### config.mk
export PLATFORM = sky130hd
export DESIGN_NAME = ibuf_vc
export DESIGN_NICKNAME = d
export VERILOG_FILES = /design/src/rtl/ibuf_vc_pkg.sv /design/src/rtl/ibuf_vc.sv
export SDC_FILE = /design/constraint.sdc
export NUM_CORES = 1
export LEC_CHECK = 0
export ABC_CLOCK_PERIOD_IN_PS = 2500
export CAP_MARGIN = 15
export CORE_ASPECT_RATIO = 2
export CORE_MARGIN = 5
export CORE_UTILIZATION = 47
export DETAILED_ROUTE_END_ITERATION = 6
export PLACE_DENSITY = 0.74
export SLEW_MARGIN = 20
export SYNTH_ARGS = -nofsm -noshare
export SYNTH_HDL_FRONTEND = slang
export SYNTH_SLANG_ARGS = --single-unit
### constraint.sdc
create_clock -name clk -period 2.5 [get_ports clk]
set_input_delay 0.5 -clock clk [delete_from_list [all_inputs] [get_ports clk]]
set_output_delay 0.5 -clock clk [all_outputs]
set_load 0.01 [all_outputs]
### src/rtl/ibuf_vc_pkg.sv
// Shared flit format and state encodings for the per-VC input buffer.
package ibuf_vc_pkg;

  localparam int unsigned DATAW    = 8;
  localparam int unsigned TYPE_MSB = DATAW;
  localparam int unsigned TYPE_LSB = DATAW - 1;

  typedef enum logic [1:0] {
    TYPE_BODY = 2'b00,
    TYPE_HEAD = 2'b01,
    TYPE_TAIL = 2'b10,
    TYPE_HT   = 2'b11
  } flit_type_e;

  typedef enum logic {
    ST_IDLE   = 1'b0,
    ST_ACTIVE = 1'b1
  } vc_state_e;

  function automatic logic is_head(input flit_type_e t);
    return (t == TYPE_HEAD) || (t == TYPE_HT);
  endfunction

  function automatic logic is_tail(input flit_type_e t);
    return (t == TYPE_TAIL) || (t == TYPE_HT);
  endfunction

endpackage

### src/rtl/ibuf_vc.sv
// Input-VC flit buffer: circular FIFO plus IDLE/ACTIVE packet FSM that
// requests routing for each packet head and returns one credit per dequeue.
module ibuf_vc
  import ibuf_vc_pkg::*;
#(
  parameter int unsigned DEPTH = 4,
  parameter int unsigned PTRW  = 2
) (
  input  logic            clk,
  input  logic            rst_,
  input  logic [DATAW:0]  idata,
  input  logic            ivalid,
  input  logic            deq,
  output logic [DATAW:0]  odata,
  output logic            ovalid,
  output logic            rt_en,
  output logic            active,
  output logic            credit,
  output logic [PTRW:0]   count,
  output logic            ovf,
  output logic            perr
);

  localparam logic [PTRW:0]   CNT_FULL = (PTRW + 1)'(DEPTH);
  localparam logic [PTRW:0]   CNT_ONE  = (PTRW + 1)'(1);
  localparam logic [PTRW-1:0] PTR_ONE  = PTRW'(1);

  logic [DATAW:0]  mem [DEPTH];
  vc_state_e       state_q, state_d;
  logic [PTRW-1:0] wptr_q, wptr_d, rptr_q, rptr_d;
  logic [PTRW:0]   count_q, count_d;
  logic            credit_q, credit_d;
  logic            ovf_q, ovf_d;
  logic            perr_q, perr_d;

  flit_type_e      head_type;
  logic            fifo_nonempty, fifo_full;
  logic            discard, eff_deq, wr_en;

  always_comb begin
    fifo_nonempty = (count_q != '0);
    fifo_full     = (count_q == CNT_FULL);
    head_type     = flit_type_e'(mem[rptr_q][TYPE_MSB:TYPE_LSB]);

    // A non-head flit at the front while idle is orphaned; drop it ourselves.
    discard = (state_q == ST_IDLE) && fifo_nonempty && !is_head(head_type);
    eff_deq = ((state_q == ST_ACTIVE) && deq && fifo_nonempty) || discard;
    wr_en   = ivalid && (!fifo_full || eff_deq);

    wptr_d   = wr_en   ? wptr_q + PTR_ONE : wptr_q;
    rptr_d   = eff_deq ? rptr_q + PTR_ONE : rptr_q;
    count_d  = count_q;
    if (wr_en && !eff_deq) count_d = count_q + CNT_ONE;
    if (!wr_en && eff_deq) count_d = count_q - CNT_ONE;

    credit_d = eff_deq;
    ovf_d    = ovf_q || (ivalid && fifo_full && !eff_deq);
    perr_d   = perr_q || discard;
  end

  always_comb begin
    state_d = state_q;
    rt_en   = 1'b0;
    unique case (state_q)
      ST_IDLE: begin
        if (fifo_nonempty && is_head(head_type)) begin
          rt_en   = 1'b1;
          state_d = ST_ACTIVE;
        end
      end
      ST_ACTIVE: begin
        if (eff_deq && is_tail(head_type)) state_d = ST_IDLE;
      end
      default: state_d = ST_IDLE;
    endcase
  end

  always_ff @(posedge clk or negedge rst_) begin
    if (!rst_) begin
      state_q  <= ST_IDLE;
      wptr_q   <= '0;
      rptr_q   <= '0;
      count_q  <= '0;
      credit_q <= 1'b0;
      ovf_q    <= 1'b0;
      perr_q   <= 1'b0;
    end else begin
      state_q  <= state_d;
      wptr_q   <= wptr_d;
      rptr_q   <= rptr_d;
      count_q  <= count_d;
      credit_q <= credit_d;
      ovf_q    <= ovf_d;
      perr_q   <= perr_d;
    end
  end

  always_ff @(posedge clk) begin
    if (wr_en) mem[wptr_q] <= idata;
  end

  always_comb begin
    odata  = mem[rptr_q];
    ovalid = fifo_nonempty;
    active = (state_q == ST_ACTIVE);
    credit = credit_q;
    count  = count_q;
    ovf    = ovf_q;
    perr   = perr_q;
  end

endmodule

==> metrics.cfg, run 1 <==
[cells_and_area]
utilization_pct = 62.9
fin_area_um2 = 2550
antennaDiodeCount = 0
final_common_cell = edfxtp_1
drive_gt1_share_pct = 24.2
fin_cells = 209
nets = 174
area_delta_synth_final_pct = 31.6
final_cell_mix = edfxtp_1 (36), clkdlybuf4s50_1 (22), buf_4 (12)

[floorplanning]
dieHeight_um = 101
ios = 31
start_util_pct = 47.8
core_area_um2 = 4050
dieArea_um2 = 5580
rows = 33
dieWidth_um = 55.4

[route]
vias = 1086
drt_iter0_markers = 17
drc = 0
wl_um = 3430
dr.pass1.iters = 4
wire_per_inst_um = 16.4
viasPerCell = 5.20
ant_nets = 0

[setup_path]
startpoint_type = register
worstReg2RegEnd = count[2]
arrival_ns = 2.65
r2r_cells = 8
reg2reg_slack_ns = 0.07
required_ns = 2.72
worstSetupPathType = register to register
timing.rr.start = rptr_q[0]
path_max_fanout = 3
end_kind = register

[timing]
fin_setup_tns_ns = 0
setup_violations = 0
setup_slack_ns = 0.0675
min_period_ns = 2.43
fin_hold_ws_ns = 0.475
skew_ns = 0.00871
timing.final.crit_share_pct = 97.3
slew_viol_final = 0
rsz0062_at_grt = true
worst_pin_slew_ns = 0.521
relSlewSlack_pct = 65.2
hold_viol = 0
timing.fmax_mhz = 411

[grt]
grt_pass1_vias = 1199
grt_overflow_total = 0
grt_first_pass_wirelength_um = 5670
antenna_found_initial = 0
grt_max_degree = 14
track_usage_pct = 13.6

[synthesis]
synth_seq_cells = 47
synth_top_area_share_pct = 55.9
synthCells = 107
synthDistinctLibCells = 31
ys_seq_area_share_pct = 70.1
synth_area_leaders = edfxtp_1 (56%), dfrtp_1 (14%), mux4_2 (10%)
syn-num-nets = 125
synth_largest_area_cell = edfxtp_1
netlist_area_um2 = 1930
yosysWarnings = 0
synth_area_per_cell_um2 = 18.1

[power]
vdd_ir_drop_max_uv = 884
power.density_nw_per_um2 = 1190
p_int_mw = 2.07
p_seq_share_pct = 38.1
p_clk_share_pct = 13.4
p_sw_share_pct = 32.1
p_leak_nw = 1.01
p_comb_share_pct = 48.4
p_total_mw = 3.04
p_sw_uw = 976

[clocking]
clock-root-buffer = clkbuf_8
ctsHtreeMaxLevel = 2
numClockSinks = 47
clk_latency_ns = 0.29
numCtsBuffers = 5
cts_tree = yes
cts_hold_buf = 0
clock_path_buffers = 2
clkTransAtPathRegs_ns = 0.08

[hold_path]
worstHoldEndpoint = ovf
min_path_type = register to register
hold_start = ovf
hold_depth = 1

[placed_design]
dp_slack_ns = -0.0312
placed_area_um2 = 2390
post-dp-hpwl_um = 2600
port_buffers = 30
placed_cells = 199
routabilityCongestion = 0.808

[job]
cap_viol_max_count = 0

[outcome]
status = complete, no violations

[metal layers]
layer  global-route usage [%]  vias up  routed length, µm
met5                        0        -                  0
met4                     6.18        0                 49
met3                     3.46        4                 94
met2                     25.9       23               2080
met1                     13.4      550               1210
li1                         -      509                  -
[cells in the mapped netlist]
cell type,count
nor4_1,1
o211ai_1,1
xnor2_1,4
dfrtp_1,11
nor3_1,1
a21o_1,1
a31oi_4,1
and2_1,4
nor2_1,1
ha_1,4
buf_2,2
a41o_1,1
o21ai_0,1
mux2_1,1
inv_2,1
nand4b_1,1
nand2b_1,1
a211o_4,1
nand2_1,4
edfxtp_1,36
nand3_1,3
mux4_2,9
a21oi_1,1
a22oi_1,1
fa_1,1
mux2_2,2
nor2b_1,1
inv_1,8
and3_1,1
o22ai_1,1
o31ai_1,1
[critical path, cell delays in order (launching register included)]
cell      delay [ns]
dfrtp_1         0.37
mux4_2          0.56
a211o_4         0.36
inv_4           0.06
nand2_4         0.05
fa_2            0.40
nand2b_4        0.14
mux2_2          0.26
o22ai_2         0.14
[flip-flops by register name (all words and copies together), names as in the netlist]
register / flops
mem: 36
count: 3
rptr_q: 2
wptr_q: 2
active: 1
credit: 1
ovf: 1
perr: 1
[layout make-up]
class | instances | area [µm²]
Multi-Input combinational cell | 49 | 563
Clock inverter | 2 | 7.51
Inverter | 9 | 36.3
Timing Repair Buffer | 44 | 445
Tap cell | 52 | 65.1
Sequential cell | 47 | 1360
Clock buffer | 6 | 72.6
Fill cell | 329 | 1500
[how the worst max path moves through the flow]
stage	start	endpoint	slack [ns]	cells after the start
floorplan	rptr_q[0]	count[2]	0.03	8
global placement	deq	count[2]	0.09	9
detailed placement	deq	count[2]	-0.03	9
CTS	rptr_q[0]	odata[8]	0.02	3
global route	rptr_q[0]	count[2]	-0.02	8
finish	rptr_q[0]	count[2]	0.07	8
[logic make-up after synthesis]
kind of cell    Yosys count  share of synthesized area, %
flops                    47                          70.1
xor+xnor                  4                          1.81
buf+inv                  11                          2.26
mux                      12                          12.2
fa+ha+maj                 5                          3.62
compound gates           10                          4.92
simple gates             18                          5.05
[timing repair]
action / in CTS / in global routing
endpoints found under the setup margin: 3 / 20
pin swaps: 0 / 2
resized for setup: 3 / 13
setup buffers: 1 / 1
[power groups by stage]
| stage | logic [mW] | clock network [mW] | registers, mW |
|---|---|---|---|
| after floorplan | 0.767 | 0 | 1.18 |
| after global placement | 1.38 | 0 | 1.16 |
| after detailed placement | 1.44 | 0 | 1.18 |
| after CTS | 1.47 | 0.425 | 1.16 |
| after global routing | 1.60 | 0.471 | 1.18 |
| final | 1.47 | 0.408 | 1.16 |
Note: power is estimated with default switching activity, not from simulation.
==> run 2, diff against run 1 <==
==> constraint.sdc (replaced) <==
create_clock -name clk -period 2.5 [get_ports clk]
set_input_delay 0.375 -clock clk [delete_from_list [all_inputs] [get_ports clk]]
set_output_delay 0.375 -clock clk [all_outputs]
set_load 0.01 [all_outputs]
==> metrics.cfg, run 2 (synthesis gave the netlist of run 1 again) <==
[grt]
grt_pass1_vias = 1203
grt_first_pass_wirelength_um = 5620
antenna_found_initial = 0
grt_max_degree = 14
track_usage_pct = 13.4
grt_overflow_total = 0

[setup_path]
end_kind = register
arrival_ns = 2.65
required_ns = 2.71
cp_slowest_cell = mux4_2
startpoint_type = register
crit_chain = mux4_2, a211o_4, inv_4, nand2_1, fa_2, nand2b_1, mux2_2, o22ai_1
worstSetupPathType = register to register
path_max_fanout = 4
r2r_cells = 8
cpPeakStageDelay_ns = 0.57

[route]
wl_um = 3400
viasPerCell = 5.34
dr.pass1.iters = 4
wire_per_inst_um = 16.7
drt_iter0_markers = 23
ant_nets = 0
drc = 0
vias = 1090

[cells_and_area]
fin_area_um2 = 2460
nets = 169
drive_gt1_share_pct = 20.4
largest_reg_flops = 36
final_cell_mix = edfxtp_1 (36), clkdlybuf4s50_1 (30), dfrtp_1 (11)
antennaDiodeCount = 0
area_delta_synth_final_pct = 27.2
fin_cells = 204
largest-register = mem
final_common_cell = edfxtp_1

[timing]
min_period_ns = 2.43
relSlewSlack_pct = 63.8
worst_pin_slew_ns = 0.542
skew_ns = 0.00546
slew_viol_final = 0
timing.fmax_mhz = 411
hold_viol = 0
timing.final.crit_share_pct = 97.4
rsz0062_at_grt = true
setup_violations = 0

[clocking]
numCtsBuffers = 5
cts_tree = yes
clock-root-buffer = clkbuf_8
cts_hold_buf = 0
cts_resized = 0
clkTransAtPathRegs_ns = 0.08
numClockSinks = 47
post_cts_buffers = 0
clock_path_buffers = 2
ctsHtreeMaxLevel = 2
clk_latency_ns = 0.29

[floorplanning]
ios = 31
dieArea_um2 = 5580
start_util_pct = 47.8
dieWidth_um = 55.4
core_area_um2 = 4050
rows = 33
dieHeight_um = 101

[power]
power.density_nw_per_um2 = 1210
p_clk_share_pct = 14.1
p_leak_nw = 0.894
p_comb_share_pct = 46.3
p_int_mw = 2.02
p_seq_share_pct = 39.6
p_sw_share_pct = 32.3
p_sw_uw = 963
vdd_ir_drop_max_uv = 856
p_total_mw = 2.98

[hold_path]
min_path_type = input port to asynchronous set/reset pin

[placed_design]
post-dp-hpwl_um = 2560
placed_area_um2 = 2370
placed_cells = 196
routabilityCongestion = 0.755
port_buffers = 30

[job]
cap_viol_max_count = 0

[outcome]
status = complete, no violations

-- run 2: final cells by class --
type                       count  area (µm²)
fill                         336        1590
sequential                    47        1360
multi-input combinational     49         542
timing repair buffer          39         380
clock buffer                   7        76.3
tap                           52        65.1
inverter                       9        36.3
clock inverter                 1        5.00
-- run 2: worst paths after layout --
check	startpoint	to	slack, ns
setup / recovery	rptr_q[0]	count[2]	0.07
hold / removal	rst_	count[1]	0.43
setup reg to reg	rptr_q[0]	count[2]	0.07
hold reg to reg	perr	perr	0.48
max in group asynchronous	rst_	perr	1.71
min in group clk	perr	perr	0.48
-- run 2: metal layers --
metal  GRT usage [%]  up-vias  share of wire [%]  routed length (µm)
met5               0        -                  0                   0
met1            13.4      549                 35                1180
li1                -      502                  -                   -
met2            23.8       30                 58                1970
met4            8.80        0                3.7                 125
met3            3.59        9                3.8                 130
-- run 2: worst max-delay path, delay by kind of cell, from the launching register on --
family                     cells  cell delay (ns)
AOI/OAI and AO/OA              2             0.53
adders and majority gates      1             0.37
buffers and inverters          1             0.06
DFF                            1             0.37
muxes                          2             0.82
and+or+nand+nor                2             0.21
-- run 2: power groups by stage --
stage                     combinational [mW]  clock, mW  sequential (mW)
after floorplan                        0.767          0             1.18
after global placement                  1.35          0             1.17
after detailed placement                1.39          0             1.19
after CTS                               1.40      0.430             1.18
after global routing                    1.49      0.474             1.21
final                                   1.38      0.422             1.18
-- run 2: per-stage QoR --
step | setup TNS [ns] | utilization, % | setup WS [ns] | hold slack, ns
final | 0 | 60.8 | 0.0656 | 0.432
after global routing | -0.0257 | 60.8 | -0.0257 | 0.454
after CTS | 0 | 60.6 | 0.00666 | 0.443
after detailed placement | 0 | 58.6 | 0.0244 | 0.465
after global placement | 0 | 58.6 | 0.110 | 0.459
after floorplan | 0 | - | 0.0279 | 0.0794
==> RTL change 1, RTL diff (flow settings as in run 2) <==
Reset style: synchronous (`rst_`), changed in one clocked block.
--- a/src/rtl/ibuf_vc.sv
+++ b/src/rtl/ibuf_vc.sv
@@ -77,3 +77,3 @@
 
-  always_ff @(posedge clk or negedge rst_) begin
+  always_ff @(posedge clk) begin
     if (!rst_) begin
Formal check against the unedited RTL: differs if rst_ is asserted again (counterexample within 4 cycles, from zero or initial values and one cycle with rst_ low); with rst_ held inactive, the same outputs for 10 cycles.
==> RTL change 1 against run 2 <==
Sequential cell count increased by 2; clock skew decreased by 0.0012 ns; global-route usage fell by 0.34 points; cell area rose by 3.1%; area after synthesis up 5.4%; worst setup slack worse by 0.0092 ns; wire length grew 4.0%; power shrank 15%; highest routed layer unchanged.
==> RTL change 1: results (changes against run 2) <==
[critical_path]
worst_path_largest_cell_delay_ns=0.53  ; was 0.57 ns
worst_setup_path_endpoint=count[1]$_SDFFE_PN0P_  ; was count[2]$_DFFE_PN0P_
timing.rr.start=mem[3][7]$_DFFE_PP_  ; was rptr_q[0]$_DFFE_PN0N_
worst-r2r-setup-slack_ns=0.06
ff2ff_path_depth=8  ; unchanged
timing.critical_path.arrival_ns=2.64  ; was 2.65 ns
critical-path-top-delay-family=simple AND/OR/NAND/NOR gates  ; was multiplexers

[yosys]
synth-adder-area-share_pct=3.44  ; was 3.62%
synth_seq_area_share_pct=65.8  ; was 70.1%
synth_async_reset_ratio_pct=0  ; was 23.4%
synth-compound-area-share_pct=3.56  ; was 4.92%
post_synth_num_cell_types=32  ; was 31
synth.cells.most_frequent=36 x sky130_fd_sc_hd__edfxtp_1, 13 x sky130_fd_sc_hd__dfxtp_1, 9 x sky130_fd_sc_hd__nand2_1  ; was 36 x sky130_fd_sc_hd__edfxtp_1, 11 x sky130_fd_sc_hd__dfrtp_1, 9 x sky130_fd_sc_hd__mux4_2
post_synth_mux_area_share_pct=14.9  ; was 12.2%
synthesis.nets=143  ; was 125
synthXorXnorAreaFrac_pct=0.430  ; was 1.81%
yosys-top-cells-area=sky130_fd_sc_hd__edfxtp_1 53%, sky130_fd_sc_hd__dfxtp_1 13%, sky130_fd_sc_hd__mux4_1 10%  ; was sky130_fd_sc_hd__edfxtp_1 56%, sky130_fd_sc_hd__dfrtp_1 14%, sky130_fd_sc_hd__mux4_2 10%

[timing]
fin_hold_ws_ns=0.480  ; was 0.432 ns
final_setup_skew_ns=0.00427  ; was 0.00546 ns
worst_pin_slew_ns=0.562  ; was 0.542 ns
min_period_ns=2.44  ; was 2.43 ns

[hold_path]
hold_path.class=flop to flop  ; was input pin to asynchronous set/reset pin

[global_routing]
global_route_wire_length_before_repair_mm=5.66  ; was 5.62 mm
grt.met3_usage_pct=3.13  ; was 3.59%
largest_net_degree_at_the_start_of_global_routing=15  ; was 14
first_global_vias=1248  ; was 1203
globalRouteMet1Util_pct=12.1  ; was 13.4%
gr-usage-all-layers_pct=13.0  ; was 13.4%
grt_use_met2_pct=25.3  ; was 23.8%

[finish]
layout.filler_cells=335  ; was 336
fin_nets=184  ; was 169
post-route-util_pct=59.0  ; was 60.8%
post_route_cells_drive_above_1_share_pct=16.2  ; was 20.4%

[detailed_routing]
avgViaCountPerCell=5.17  ; was 5.34
detailedRoute.firstIterationViolations=25  ; was 23
wl_mm=3.54  ; was 3.40 mm

[outcome]
outcome=finished, final reports clean  ; unchanged

[placed_design]
detailed_place_hpwl_mm=2.67  ; was 2.56 mm
place_congestion=0.821  ; was 0.755
placed_area_um2=2450  ; was 2370 µm²

[pwr]
max-vdd-ir-drop_mv=0.590  ; was 0.856 mV

[cts]
cts.repair_timing.setup_buffer_count=0  ; unchanged

RTL change 1: cell types whose count changed in the layout (fill, tap and decap cells not counted), sizes merged, moves of 2 or more:
cell   before  now
dfxtp       0   13
dfrtp      11    0
mux2i       0    7
nand2       4    9
nor2        1    5
mux2        3    0
o21a        0    3
xnor2       4    1
nand3       3    1
nor3b       0    2
RTL change 1: layout make-up:
cell class / count / area share (%)
Clock buffer: 7 / 3.01
Clock inverter: 1 / 0.296
Timing Repair Buffer: 39 / 14.5
Tap cell: 54 / 2.66
Sequential cell: 49 / 52.9
Multi-Input combinational cell: 63 / 25.4
Inverter: 8 / 1.18
RTL change 1: routing by layer:
layer	share of wire [%]	wire (µm)
met3	3.4	121
met4	2.1	75
met1	35	1250
met5	0	0
met2	59	2100
RTL change 1: kinds of logic after synthesis:
logic type / after synthesis
flip-flops: 49
AND/OR/NAND/NOR: 33
multiplexers: 16
buffers and inverters: 13
AO/OA/AOI/OAI: 8
adder cells (fa/ha/maj): 5
XOR/XNOR: 1
RTL change 1: stage by stage:
| stage | total power [mW] | std cells |
|---|---|---|
| 6_report | 2.53 | 221 |
| 5_1_grt | 2.68 | 221 |
| 4_1_cts | 2.55 | 221 |
| 3_5_place_dp | 2.12 | 213 |
| 3_3_place_gp | 2.08 | 213 |
| 2_1_floorplan | 1.69 | 125 |
RTL change 1: what timing repair did:
item,4_1_cts,5_1_grt
hold buffers,0,0
gates resized for setup,0,2
endpoints found under the setup margin,0,1
RTL change 1: report_power, final:
group,total [mW],switching [mW],internal (mW)
clock network,0.431,0.233,0.198
logic,1.02,0.460,0.555
registers,1.08,0.0754,1.01
==> RTL change 2, RTL diff (flow settings as in run 2) <==
Made on the original files. Change the parameter `DEPTH` from 4 to 16.
--- a/src/rtl/ibuf_vc.sv
+++ b/src/rtl/ibuf_vc.sv
@@ -5,3 +5,3 @@
 #(
-  parameter int unsigned DEPTH = 4,
+  parameter int unsigned DEPTH = 16,
   parameter int unsigned PTRW  = 2
Behaviour: not the same (Yosys sat finds a counterexample within 4 cycles, from zero or initial values and one cycle with rst_ low).
==> RTL change 2 against run 2 <==
Power rose by 2.2%; wire length fell by 4.2%; combinational power fell by 12%; highest routed layer unchanged; non-clock buffer count fell by 7; cell area fell by 0.92%; largest cell class unchanged; sequential cell count did not move; worst setup slack improved by 0.12 ns; die area fell by 0.45%; area after synthesis fell by 0.52%.
==> RTL change 2: results (changes against run 2) <==
[outcome]
outcome=finished, final reports clean  ; unchanged

[yosys]
synth_async_reset_ratio_pct=23.4  ; unchanged
yosysWarnings=0  ; unchanged
synthesis.nets=121  ; was 125
yosys-top-cells-area=sky130_fd_sc_hd__edfxtp_1 56%, sky130_fd_sc_hd__dfrtp_1 14%, sky130_fd_sc_hd__mux4_2 9.4%  ; was sky130_fd_sc_hd__edfxtp_1 56%, sky130_fd_sc_hd__dfrtp_1 14%, sky130_fd_sc_hd__mux4_2 10%
synth.cells.most_frequent=36 x sky130_fd_sc_hd__edfxtp_1, 11 x sky130_fd_sc_hd__dfrtp_1, 8 x sky130_fd_sc_hd__inv_1, 8 x sky130_fd_sc_hd__mux4_2, 5 x sky130_fd_sc_hd__ha_1  ; was 36 x sky130_fd_sc_hd__edfxtp_1, 11 x sky130_fd_sc_hd__dfrtp_1, 9 x sky130_fd_sc_hd__mux4_2
synth.most_common_cell=sky130_fd_sc_hd__edfxtp_1  ; unchanged
synth_seq_area_share_pct=70.5  ; was 70.1%
synth-edff-count=36  ; unchanged
post_synth_num_cell_types=28  ; was 31

[critical_path]
crit_fanout=7  ; was 4
timing.critical_path.arrival_ns=1.94  ; was 2.65 ns
worstSetupStartpoint=rptr_q[0]$_DFFE_PN0P_  ; was rptr_q[0]$_DFFE_PN0N_
timing.rr.start=count[0]$_DFFE_PN0P_  ; was rptr_q[0]$_DFFE_PN0N_

[global_routing]
global_route_wire_length_before_repair_mm=5.69  ; was 5.62 mm
gr-usage-all-layers_pct=13.5  ; was 13.4%
first_global_vias=1161  ; was 1203
largest_net_degree_at_the_start_of_global_routing=16  ; was 14
antenna_found_initial=0  ; unchanged

[placed_design]
buffer_ports.inserted=30  ; unchanged
detailed_place_hpwl_mm=2.45  ; was 2.56 mm
place_congestion=0.813  ; was 0.755

[cts]
clock_insertion_delay_at_the_later_pin_of_the_skew_report_ns=0.29  ; about the same
tritoncts.num_buffers=5  ; unchanged
cts-root-buf=sky130_fd_sc_hd__clkbuf_8  ; unchanged
cts.repair_timing.setup_buffer_count=0  ; unchanged
clock_pin_slew_reported_for_the_worst_setup_and_hold_paths_after_clock_tree_synthesis_ns=0.09
clockBufferDepth=2  ; unchanged
h-tree-depth=2  ; unchanged

[detailed_routing]
detailedRoute.firstIterationViolations=13  ; was 23
firstDrtPassIters=4  ; unchanged
vias=993  ; was 1090
wl_mm=3.26  ; was 3.40 mm

[finish]
post_route_cells_drive_above_1_share_pct=18.6  ; was 20.4%
max_ffs_per_register=36  ; unchanged
n_antenna_cell=0  ; unchanged
layout.filler_cells=334  ; was 336
fin_nets=158  ; was 169
largest_register=mem  ; unchanged

[pwr]
power_leakage_nw=0.895  ; was 0.894 nW
switching_share_pct=30.1  ; was 32.3%
max-vdd-ir-drop_mv=0.824  ; was 0.856 mV

[hold_path]
hold_path.class=input pin to asynchronous set/reset pin  ; unchanged

[timing]
final_setup_skew_ns=0.0103  ; was 0.00546 ns
worst_pin_slew_ns=0.500  ; was 0.542 ns

RTL change 2: what timing repair did:
action / 4_1_cts / 5_1_grt
endpoints found under the hold margin: 0 / 0
resized for setup: 0 / 2
setup endpoints to repair: 0 / 5
RTL change 2: final timing paths:
path	to	slack [ns]	cells past startpoint
worst max-delay path	odata[5]	0.18	3
worst min-delay path	wptr_q[1]$_DFFE_PN0P_	0.41	1
worst max register to register	count[2]$_DFFE_PN0P_	0.24	9
worst min register to register	ovf$_DFF_PN0_	0.48	1
max in group asynchronous	rptr_q[0]$_DFFE_PN0P_	1.72	1
min in group clk	ovf$_DFF_PN0_	0.48	1
RTL change 2: cells by family (layout without fill, tap and decap cells):
logic type,count (synthesis),in the layout,synth area share (%)
xor+xnor,5,5,2.28
simple gates,13,13,4.42
mux,13,13,12.7
fa+ha+maj,6,6,4.29
flops,47,47,70.5
buf+inv,11,49,2.41
compound gates,7,7,3.38
RTL change 2: through the flow:
stage	instances	instance area (µm²)	hold WS, ns	setup slack [ns]	util (%)
finish	192	2440	0.408	0.182	60.3
global route	192	2440	0.431	0.0237	60.3
CTS	192	2430	0.416	0.0607	60.0
detailed placement	184	2290	0.456	0.142	56.6
global placement	184	2290	0.442	0.279	56.6
floorplan	102	1920	0.0794	0.247	-
RTL change 2: routing by layer:
layer / global-route usage [%] / vias up / routed length, µm
li1: - / 463 / -
met1: 14.0 / 493 / 1210
met2: 23.9 / 29 / 1840
met3: 4.49 / 8 / 141
met4: 6.74 / 0 / 73
met5: 0 / - / 0
RTL change 2: power by group through the flow:
| stage | sequential [mW] | clock [mW] | combinational [mW] |
|---|---|---|---|
| floorplan | 1.19 | 0 | 0.716 |
| global placement | 1.20 | 0 | 1.18 |
| detailed placement | 1.21 | 0 | 1.22 |
| CTS | 1.20 | 0.654 | 1.23 |
| global route | 1.23 | 0.681 | 1.33 |
| finish | 1.20 | 0.638 | 1.21 |
RTL change 2: critical path: stages (launching register included):
cell and delay (ns):
sky130_fd_sc_hd__dfrtp_2 0.45, sky130_fd_sc_hd__buf_4 0.21, sky130_fd_sc_hd__mux4_2 0.50, sky130_fd_sc_hd__clkdlybuf4s50_1 0.49
RTL change 2: cell type report:
class | count | share of cell area (%)
clock inverters | 3 | 2.77
repair buffers | 32 | 12.9
multi-input cells | 44 | 21.8
inverters | 9 | 1.39
well taps | 52 | 2.67
flip-flops and latches | 47 | 55.7
clock buffers | 5 | 2.82
